<file path="config.mk">
export PLATFORM = sky130hd
export DESIGN_NAME = alu_seq
export DESIGN_NICKNAME = d
export VERILOG_FILES = /design/src/rtl/alu_seq.sv
export SDC_FILE = /design/constraint.sdc
export NUM_CORES = 1
export LEC_CHECK = 0
export CAP_MARGIN = 20
export CELL_PAD_IN_SITES_DETAIL_PLACEMENT = 1
export CELL_PAD_IN_SITES_GLOBAL_PLACEMENT = 1
export CORE_MARGIN = 4
export CORE_UTILIZATION = 42
export CTS_BUF_LIST = sky130_fd_sc_hd__clkbuf_4 sky130_fd_sc_hd__clkbuf_8 sky130_fd_sc_hd__clkbuf_16
export CTS_CLUSTER_DIAMETER = 120
export DETAILED_ROUTE_END_ITERATION = 6
export MAX_ROUTING_LAYER = met4
export PLACE_DENSITY = 0.85
export SLEW_MARGIN = 20
export SYNTH_ARGS = -nofsm -noshare
export SYNTH_HDL_FRONTEND = slang
export SYNTH_SLANG_ARGS = --single-unit
</file>
<file path="constraint.sdc">
create_clock -name clk -period 2.8 [get_ports clk]
set_input_delay 0.56 -clock clk [delete_from_list [all_inputs] [get_ports clk]]
set_output_delay 0.56 -clock clk [all_outputs]
set_load 0.01 [all_outputs]
</file>
<file path="src/rtl/alu_seq.sv">
// Registered ALU with valid/ready handshakes on both sides; single-cycle logic/arith ops
// and iterative shift-add multiply / restoring divide over WIDTH cycles.
module alu_seq #(
    parameter int WIDTH = 16,
    parameter int OP_W  = 5
) (
    input  logic             clk,
    input  logic             reset,
    input  logic             in_valid,
    output logic             in_ready,
    input  logic [OP_W-1:0]  op,
    input  logic [WIDTH-1:0] x,
    input  logic [WIDTH-1:0] y,
    output logic             out_valid,
    input  logic             out_ready,
    output logic [WIDTH-1:0] z,
    output logic             flag_z,
    output logic             flag_c,
    output logic             flag_v,
    output logic             flag_err
);

    localparam int SH_W = $clog2(WIDTH);

    localparam logic [1:0] S_IDLE = 2'd0;
    localparam logic [1:0] S_CALC = 2'd1;
    localparam logic [1:0] S_DONE = 2'd2;

    localparam logic [OP_W-1:0] OP_ADD  = OP_W'(0);
    localparam logic [OP_W-1:0] OP_SUB  = OP_W'(1);
    localparam logic [OP_W-1:0] OP_AND  = OP_W'(2);
    localparam logic [OP_W-1:0] OP_OR   = OP_W'(3);
    localparam logic [OP_W-1:0] OP_XOR  = OP_W'(4);
    localparam logic [OP_W-1:0] OP_NOT  = OP_W'(5);
    localparam logic [OP_W-1:0] OP_SHL  = OP_W'(6);
    localparam logic [OP_W-1:0] OP_SHR  = OP_W'(7);
    localparam logic [OP_W-1:0] OP_SRA  = OP_W'(8);
    localparam logic [OP_W-1:0] OP_SLT  = OP_W'(9);
    localparam logic [OP_W-1:0] OP_MUL  = OP_W'(10);
    localparam logic [OP_W-1:0] OP_DIVU = OP_W'(11);
    localparam logic [OP_W-1:0] OP_REMU = OP_W'(12);

    localparam logic [SH_W-1:0] CNT_LAST = SH_W'(WIDTH - 1);
    localparam logic [SH_W-1:0] CNT_ONE  = SH_W'(1);

    logic [1:0]       state_reg;
    logic [SH_W-1:0]  cnt_reg;
    logic [OP_W-1:0]  op_reg;
    logic [WIDTH-1:0] acc_reg;
    logic [WIDTH-1:0] a_reg;
    logic [WIDTH-1:0] b_reg;
    logic [WIDTH-1:0] z_reg;
    logic             fz_reg;
    logic             fc_reg;
    logic             fv_reg;
    logic             ferr_reg;

    logic             accept;
    logic [WIDTH-1:0] and_v;
    logic [WIDTH-1:0] or_v;
    logic [WIDTH-1:0] xor_v;
    logic [WIDTH-1:0] not_v;
    logic [WIDTH:0]   add_sum;
    logic [WIDTH:0]   sub_sum;
    logic [SH_W-1:0]  sh;

    logic [WIDTH-1:0] sc_z;
    logic             sc_c;
    logic             sc_v;
    logic             sc_err;
    logic             sc_multi;

    logic [WIDTH-1:0] mul_acc_next;
    logic [WIDTH:0]   rem_shift;
    logic             div_ge;
    logic [WIDTH-1:0] rem_diff;
    logic [WIDTH-1:0] div_rem_next;
    logic [WIDTH-1:0] div_quo_next;
    logic [WIDTH-1:0] mc_z;

    assign in_ready = (state_reg == S_IDLE) || ((state_reg == S_DONE) && out_ready);
    assign accept   = in_valid && in_ready;

    assign out_valid = (state_reg == S_DONE);
    assign z         = z_reg;
    assign flag_z    = fz_reg;
    assign flag_c    = fc_reg;
    assign flag_v    = fv_reg;
    assign flag_err  = ferr_reg;

    genvar gi;
    generate
        for (gi = 0; gi < WIDTH; gi++) begin : g_bitwise
            assign and_v[gi] = x[gi] & y[gi];
            assign or_v[gi]  = x[gi] | y[gi];
            assign xor_v[gi] = x[gi] ^ y[gi];
            assign not_v[gi] = ~x[gi];
        end
    endgenerate

    // Subtraction as x + ~y + 1 so the carry out doubles as the no-borrow flag.
    assign add_sum = {1'b0, x} + {1'b0, y};
    assign sub_sum = {1'b0, x} + {1'b0, ~y} + {{WIDTH{1'b0}}, 1'b1};
    assign sh      = y[SH_W-1:0];

    always_comb begin
        sc_z     = '0;
        sc_c     = 1'b0;
        sc_v     = 1'b0;
        sc_err   = 1'b0;
        sc_multi = 1'b0;
        case (op)
            OP_ADD: begin
                sc_z = add_sum[WIDTH-1:0];
                sc_c = add_sum[WIDTH];
                sc_v = (x[WIDTH-1] == y[WIDTH-1]) && (add_sum[WIDTH-1] != x[WIDTH-1]);
            end
            OP_SUB: begin
                sc_z = sub_sum[WIDTH-1:0];
                sc_c = sub_sum[WIDTH];
                sc_v = (x[WIDTH-1] != y[WIDTH-1]) && (sub_sum[WIDTH-1] != x[WIDTH-1]);
            end
            OP_AND:  sc_z = and_v;
            OP_OR:   sc_z = or_v;
            OP_XOR:  sc_z = xor_v;
            OP_NOT:  sc_z = not_v;
            OP_SHL:  sc_z = x << sh;
            OP_SHR:  sc_z = x >> sh;
            OP_SRA:  sc_z = $unsigned($signed(x) >>> sh);
            OP_SLT:  sc_z = {{(WIDTH-1){1'b0}}, ($signed(x) < $signed(y))};
            OP_MUL:  sc_multi = 1'b1;
            OP_DIVU: begin
                if (y == '0) begin
                    sc_z   = '1;
                    sc_err = 1'b1;
                end else begin
                    sc_multi = 1'b1;
                end
            end
            OP_REMU: begin
                if (y == '0) begin
                    sc_z   = x;
                    sc_err = 1'b1;
                end else begin
                    sc_multi = 1'b1;
                end
            end
            default: sc_err = 1'b1;
        endcase
    end

    // a_reg holds the shifting multiplicand (MUL) or the dividend/quotient (DIV/REM);
    // acc_reg holds the partial product or partial remainder.
    assign mul_acc_next = acc_reg + (b_reg[0] ? a_reg : '0);
    assign rem_shift    = {acc_reg, a_reg[WIDTH-1]};
    assign div_ge       = rem_shift >= {1'b0, b_reg};
    assign rem_diff     = rem_shift[WIDTH-1:0] - b_reg;
    assign div_rem_next = div_ge ? rem_diff : rem_shift[WIDTH-1:0];
    assign div_quo_next = {a_reg[WIDTH-2:0], div_ge};

    always_comb begin
        mc_z = div_rem_next;
        if (op_reg == OP_MUL) begin
            mc_z = mul_acc_next;
        end else if (op_reg == OP_DIVU) begin
            mc_z = div_quo_next;
        end
    end

    always_ff @(posedge clk or posedge reset) begin
        if (reset) begin
            state_reg <= S_IDLE;
            cnt_reg   <= '0;
            op_reg    <= '0;
            acc_reg   <= '0;
            a_reg     <= '0;
            b_reg     <= '0;
            z_reg     <= '0;
            fz_reg    <= 1'b0;
            fc_reg    <= 1'b0;
            fv_reg    <= 1'b0;
            ferr_reg  <= 1'b0;
        end else begin
            case (state_reg)
                S_IDLE, S_DONE: begin
                    if (accept) begin
                        if (sc_multi) begin
                            state_reg <= S_CALC;
                            cnt_reg   <= '0;
                            op_reg    <= op;
                            acc_reg   <= '0;
                            a_reg     <= x;
                            b_reg     <= y;
                        end else begin
                            state_reg <= S_DONE;
                            z_reg     <= sc_z;
                            fz_reg    <= (sc_z == '0);
                            fc_reg    <= sc_c;
                            fv_reg    <= sc_v;
                            ferr_reg  <= sc_err;
                        end
                    end else if ((state_reg == S_DONE) && out_ready) begin
                        state_reg <= S_IDLE;
                    end
                end
                S_CALC: begin
                    cnt_reg <= cnt_reg + CNT_ONE;
                    if (op_reg == OP_MUL) begin
                        acc_reg <= mul_acc_next;
                        a_reg   <= a_reg << 1;
                        b_reg   <= b_reg >> 1;
                    end else begin
                        acc_reg <= div_rem_next;
                        a_reg   <= div_quo_next;
                    end
                    if (cnt_reg == CNT_LAST) begin
                        state_reg <= S_DONE;
                        z_reg     <= mc_z;
                        fz_reg    <= (mc_z == '0);
                        fc_reg    <= 1'b0;
                        fv_reg    <= 1'b0;
                        ferr_reg  <= 1'b0;
                    end
                end
                default: state_reg <= S_IDLE;
            endcase
        end
    end

endmodule

</file>
==> flow_summary.toml, run 1 <==
[status]
status = "did not finish"
flow.stopped_at = "clock tree synthesis (4_1_cts)"
error = "[ERROR DPL-0033] detailed placement checks failed during check placement."

[cts]
h-tree-depth = 3
cts-root-buf = "clkbuf_16"
cts_inserted_buffers = 9
ctsResizeCount = 463
cts.path.max_buffers = 2
cts_hold_buf = 0
cts_num_sinks = 79
cts_setup_buffers = 73

[placement]
dp_hpwl_mm = 53.5
dp_slack_ns = -1.25
placed_cell_area_um2 = 14800
io_buffers = 62
gp_congestion = 1.12

[synth]
synth_nets = 1507
yosys_most_used_dff = "dfrtp_1"
ys_seq_area_frac = 0.188
synth_area_um2 = 10500
avgSynthCellArea_um2 = 7.65
ys_seq_elements = 79
synth_edf_count = 0
syn_inst = 1375
async_flop_share = 1.00
ys_types = 96
synth_warnings = 0

[floorplan]
die_h_um = 166
dieWidth_um = 166
start_util = 0.430
rows = 57
ios = 63
synth_stat cells, types with 6 or more instances:
library cell	n	area (um2)
a211o_1	14	123
ha_1	87	1090
xor2_1	11	96.3
xnor2_1	22	193
inv_1	75	282
o31ai_1	11	82.6
clkbuf_1	74	278
o211ai_1	20	150
nor3_1	37	185
mux4_2	17	383
or2_2	10	62.6
nand2_1	113	424
nand4_1	13	81.3
nand3_1	43	215
o21ai_0	64	320
buf_2	12	60.1
a21oi_1	98	490
o311a_1	7	70.1
and3_1	7	43.8
and2_1	19	119
a22oi_1	9	67.6
o2111ai_1	10	87.6
mux2_2	6	67.6
nand2b_1	18	113
nor2b_1	23	144
a221o_1	9	90.1
a21o_1	10	75.1
or3_1	9	56.3
a31oi_1	17	106
o21a_1	11	82.6
a221oi_1	8	70.1
mux2i_1	25	250
a211oi_1	36	270
nor2_1	164	616
nor4b_1	7	61.3
dfrtp_1	79	1980
o22ai_1	29	181
nor4_1	13	81.3
logic make-up after synthesis:
kind of cell,synth area share
buffers and inverters,0.0658
AOI/OAI and AO/OA,0.295
DFF,0.188
adders and majority gates,0.111
muxes,0.0766
and+or+nand+nor,0.236
xor gates and xnor gates,0.0275
metrics by stage:
stage,std cells,TNS [ns],hold slack (ns),utilization
2_1_floorplan,1375,-0.467,0.449,-
3_3_place_gp,2123,-25.43,0.479,0.606
3_5_place_dp,2123,-45.71,0.495,0.606
==> run 2, diff against run 1 <==
==> config.mk (replaced) <==
export PLATFORM = sky130hd
export DESIGN_NAME = alu_seq
export DESIGN_NICKNAME = d
export VERILOG_FILES = /design/src/rtl/alu_seq.sv
export SDC_FILE = /design/constraint.sdc
export NUM_CORES = 1
export LEC_CHECK = 0
export CAP_MARGIN = 20
export CORE_MARGIN = 4
export CORE_UTILIZATION = 33
export DETAILED_ROUTE_END_ITERATION = 6
export PLACE_DENSITY_LB_ADDON = 0.15
export SLEW_MARGIN = 20
export SYNTH_ARGS = -nofsm -noshare
export SYNTH_HDL_FRONTEND = slang
export SYNTH_SLANG_ARGS = --single-unit
==> constraint.sdc (replaced) <==
create_clock -name clk -period 3.6 [get_ports clk]
set_input_delay 0.72 -clock clk [delete_from_list [all_inputs] [get_ports clk]]
set_output_delay 0.72 -clock clk [all_outputs]
set_load 0.01 [all_outputs]
==> run 2 against run 1 <==
- the flow now finishes without violations
- synthesized cell count did not move
- synthesized area did not move
==> flow_summary.toml, run 2 <==
[synth]
synth_edf_count = 0
ys_types = 96
ys_seq_elements = 79
ys_seq_area_frac = 0.188
synth_nets = 1507
synthTopCellsByCount = "nor2_1 (164), nand2_1 (113), a21oi_1 (98)"
synthAdderAreaFrac = 0.111
synthXorXnorAreaFrac = 0.0275
synth.top_cell.area_share = 0.188
synth_warnings = 0
synth_area_leader_cell = "dfrtp_1"
synth_area_um2 = 10500
synth_compound_area_frac = 0.295
yosysMostFrequentCell = "nor2_1"
yosys_most_used_dff = "dfrtp_1"
synth.area.top_cells = "dfrtp_1 (19%), ha_1 (10%), nor2_1 (5.9%)"
async_flop_share = 1.00
synth-simple-area-share = 0.236
synth_top_family_by_area = "compound AO/OA/AOI/OAI gates"
syn_inst = 1375
muxShareOfSynthArea = 0.0766
avgSynthCellArea_um2 = 7.65

[global_routing]
antenna_found_initial = 1
overflow = 0
grt_pass1_wl_mm = 75.9
grt_usage = 0.282
grt_pass1_vias = 12100
grt_max_degree = 55

[detailed_routing]
drt-pass1-iter-count = 7
drt_wl_total_mm = 51.0
routed-via-count = 12400
drc_errors = 0
detail-route-antenna-nets = 0
dr.first_iter.drc_count = 1139
wl_per_cell_um = 24.2
vias_per_cell = 5.89

[timing]
fin_skew_ns = 0.0122
slew_headroom = 0.398
worst_pin_slew_ns = 0.901
hold_viol = 0
postLayoutSetupSlackWorst_ns = 0.136
slew_viol_final = 0
fmax_mhz = 289
fin_crit_sh = 0.962
period_minus_slack_ns = 3.46
finalSetupViolations = 0

[hold_path]
min-delay-start = "z[0]"
hp-class = "register to register"
hold_end = "z[0]"
holdPathStages = 1

[job]
max_cap_violations = 0

[power_and_ir_drop]
p_leak_nw = 6.67
irDropWorstVdd_mv = 0.370
power_frac_seq = 0.224
switching_power_mw = 3.42
clkPwrFrac = 0.134
sw_frac_of_total = 0.477
internal_power_mw = 3.75
combPwrFrac = 0.642
powerDensity_nw_per_um2 = 490

[floorplan]
coreArea_um2 = 31500
start_util = 0.334
die_area_um2 = 34800
rows = 65
die_h_um = 187
ios = 63
dieWidth_um = 187

[final_layout]
layout_commonest_cell = "buf_4"
drive_above_1_share = 0.282
n_antenna_cell = 0
layout_common_cells = "buf_4 (338), nor2_1 (162), nand2_1 (113), a21oi_1 (92)"
syn_to_final_growth_pct = 39.0
fin_area_um2 = 14600
fin_nets = 1834

[critical_path]
r2r_cells = 13
timing.rr.end = "flag_z"
worstPathArrival_ns = 3.70
endpoint_kind = "register"
crit_path_frequent_cell = "buf_4"
crit_required_ns = 3.84
path_cells = "clkdlybuf4s50_1, inv_1, ha_2, or2_4, buf_4, or3_1, o22a_1, a221o_1, a221o_1, buf_4, buf_4, mux2i_1, a21oi_1"
crit_start = "y[5]"
worstSetupPathType = "primary input to register"
max_stage_delay_ns = 0.51
r2r_start = "b_reg[0]"
crit_path_start_kind = "primary input"
worstPathMaxFanout = 3
rrSetupSlack_ns = 0.16
cp_slowest_cell = "clkdlybuf4s50_1"

[cts]
clkTransAtPathRegs_ns = 0.06
cts_tree = "done"
h-tree-depth = 3
clk_latency_ns = 0.36
cts_num_sinks = 79
cts-root-buf = "clkbuf_16"
cts_inserted_buffers = 9
cts.path.max_buffers = 2
cts_hold_buf = 0

[placement]
dp_slack_ns = -0.567
dp_hpwl_mm = 41.1
io_buffers = 62
placed_cell_area_um2 = 13900
gp_congestion = 0.965

[status]
status = "finished, final reports clean"
-- run 2: cell counts after synthesis --
No cell type changed its count.
-- run 2: how the worst max path moves through the flow --
| stage | endpoint | slack, ns | depth (start not counted) |
|---|---|---|---|
| after floorplan | flag_z | 0.0002 | 14 |
| after CTS | flag_z | 0.008 | 15 |
| after global routing | flag_z | -0.002 | 15 |
| after detailed placement | flag_z | -0.57 | 13 |
| after global placement | flag_z | -0.54 | 13 |
| final | z[7] | 0.14 | 13 |
-- run 2: critical path, delay by kind of cell --
family / cells / cell delay [ns]
AOI/OAI and AO/OA: 4 / 1.06
buffers and inverters: 5 / 1.03
and+or+nand+nor: 2 / 0.53
adders and majority gates: 1 / 0.20
muxes: 1 / 0.16
-- run 2: layout make-up --
class,count,area (um2)
clock buffer,10,229
clock inverter,6,68.8
fill,3204,16800
inverter,77,290
multi-input combinational,1124,8190
sequential,79,1980
tap,402,503
timing repair buffer,411,3370
-- run 2: cell families after synthesis --
kind of cell,count (synthesis)
and+or+nand+nor,507
DFF,79
xor gates and xnor gates,33
AOI/OAI and AO/OA,441
buffers and inverters,172
muxes,52
adders and majority gates,91
-- run 2: timing repair --
action                                  4_1_cts  5_1_grt
gates resized for setup                      16       63
endpoints found under the setup margin        6       12
pin swaps                                     3       22
buffers inserted                              0        8
-- run 2: power by group through the flow --
stage | logic (mW) | registers (mW) | clock network (mW)
after floorplan | 2.71 | 1.46 | 0
after global placement | 4.39 | 1.61 | 0
after detailed placement | 4.40 | 1.61 | 0
after CTS | 4.45 | 1.60 | 0.970
after global routing | 4.98 | 1.64 | 1.01
final | 4.60 | 1.61 | 0.958
-- run 2: stage by stage --
step	utilization	TNS (ns)	power (mW)	hold WS, ns	std cells
floorplan	-	0	4.17	0.449	1375
global placement	0.442	-7.92	6.00	0.475	2085
detailed placement	0.442	-7.67	6.02	0.480	2085
CTS	0.455	0	7.02	0.496	2101
global route	0.465	-0.00195	7.62	0.520	2109
finish	0.465	0	7.16	0.495	2109
-- run 2: metal layers --
metal	GRT usage	part of all wire
met5	0	0.00024
met4	0.135	0.055
met3	0.0290	0.053
met2	0.479	0.47
met1	0.359	0.42
No activity file was read; power rests on OpenSTA's default activity.
==> run 3, diff against run 2 <==
--- a/config.mk
+++ b/config.mk
@@ -9,6 +9,7 @@
 export CORE_MARGIN = 4
 export CORE_UTILIZATION = 33
 export DETAILED_ROUTE_END_ITERATION = 6
+export GPL_ROUTABILITY_DRIVEN = 1
 export PLACE_DENSITY_LB_ADDON = 0.15
 export SLEW_MARGIN = 20
 export SYNTH_ARGS = -nofsm -noshare
==> results of run 3 <==
Final layout, timing and power as in run 2 (identical DEF).
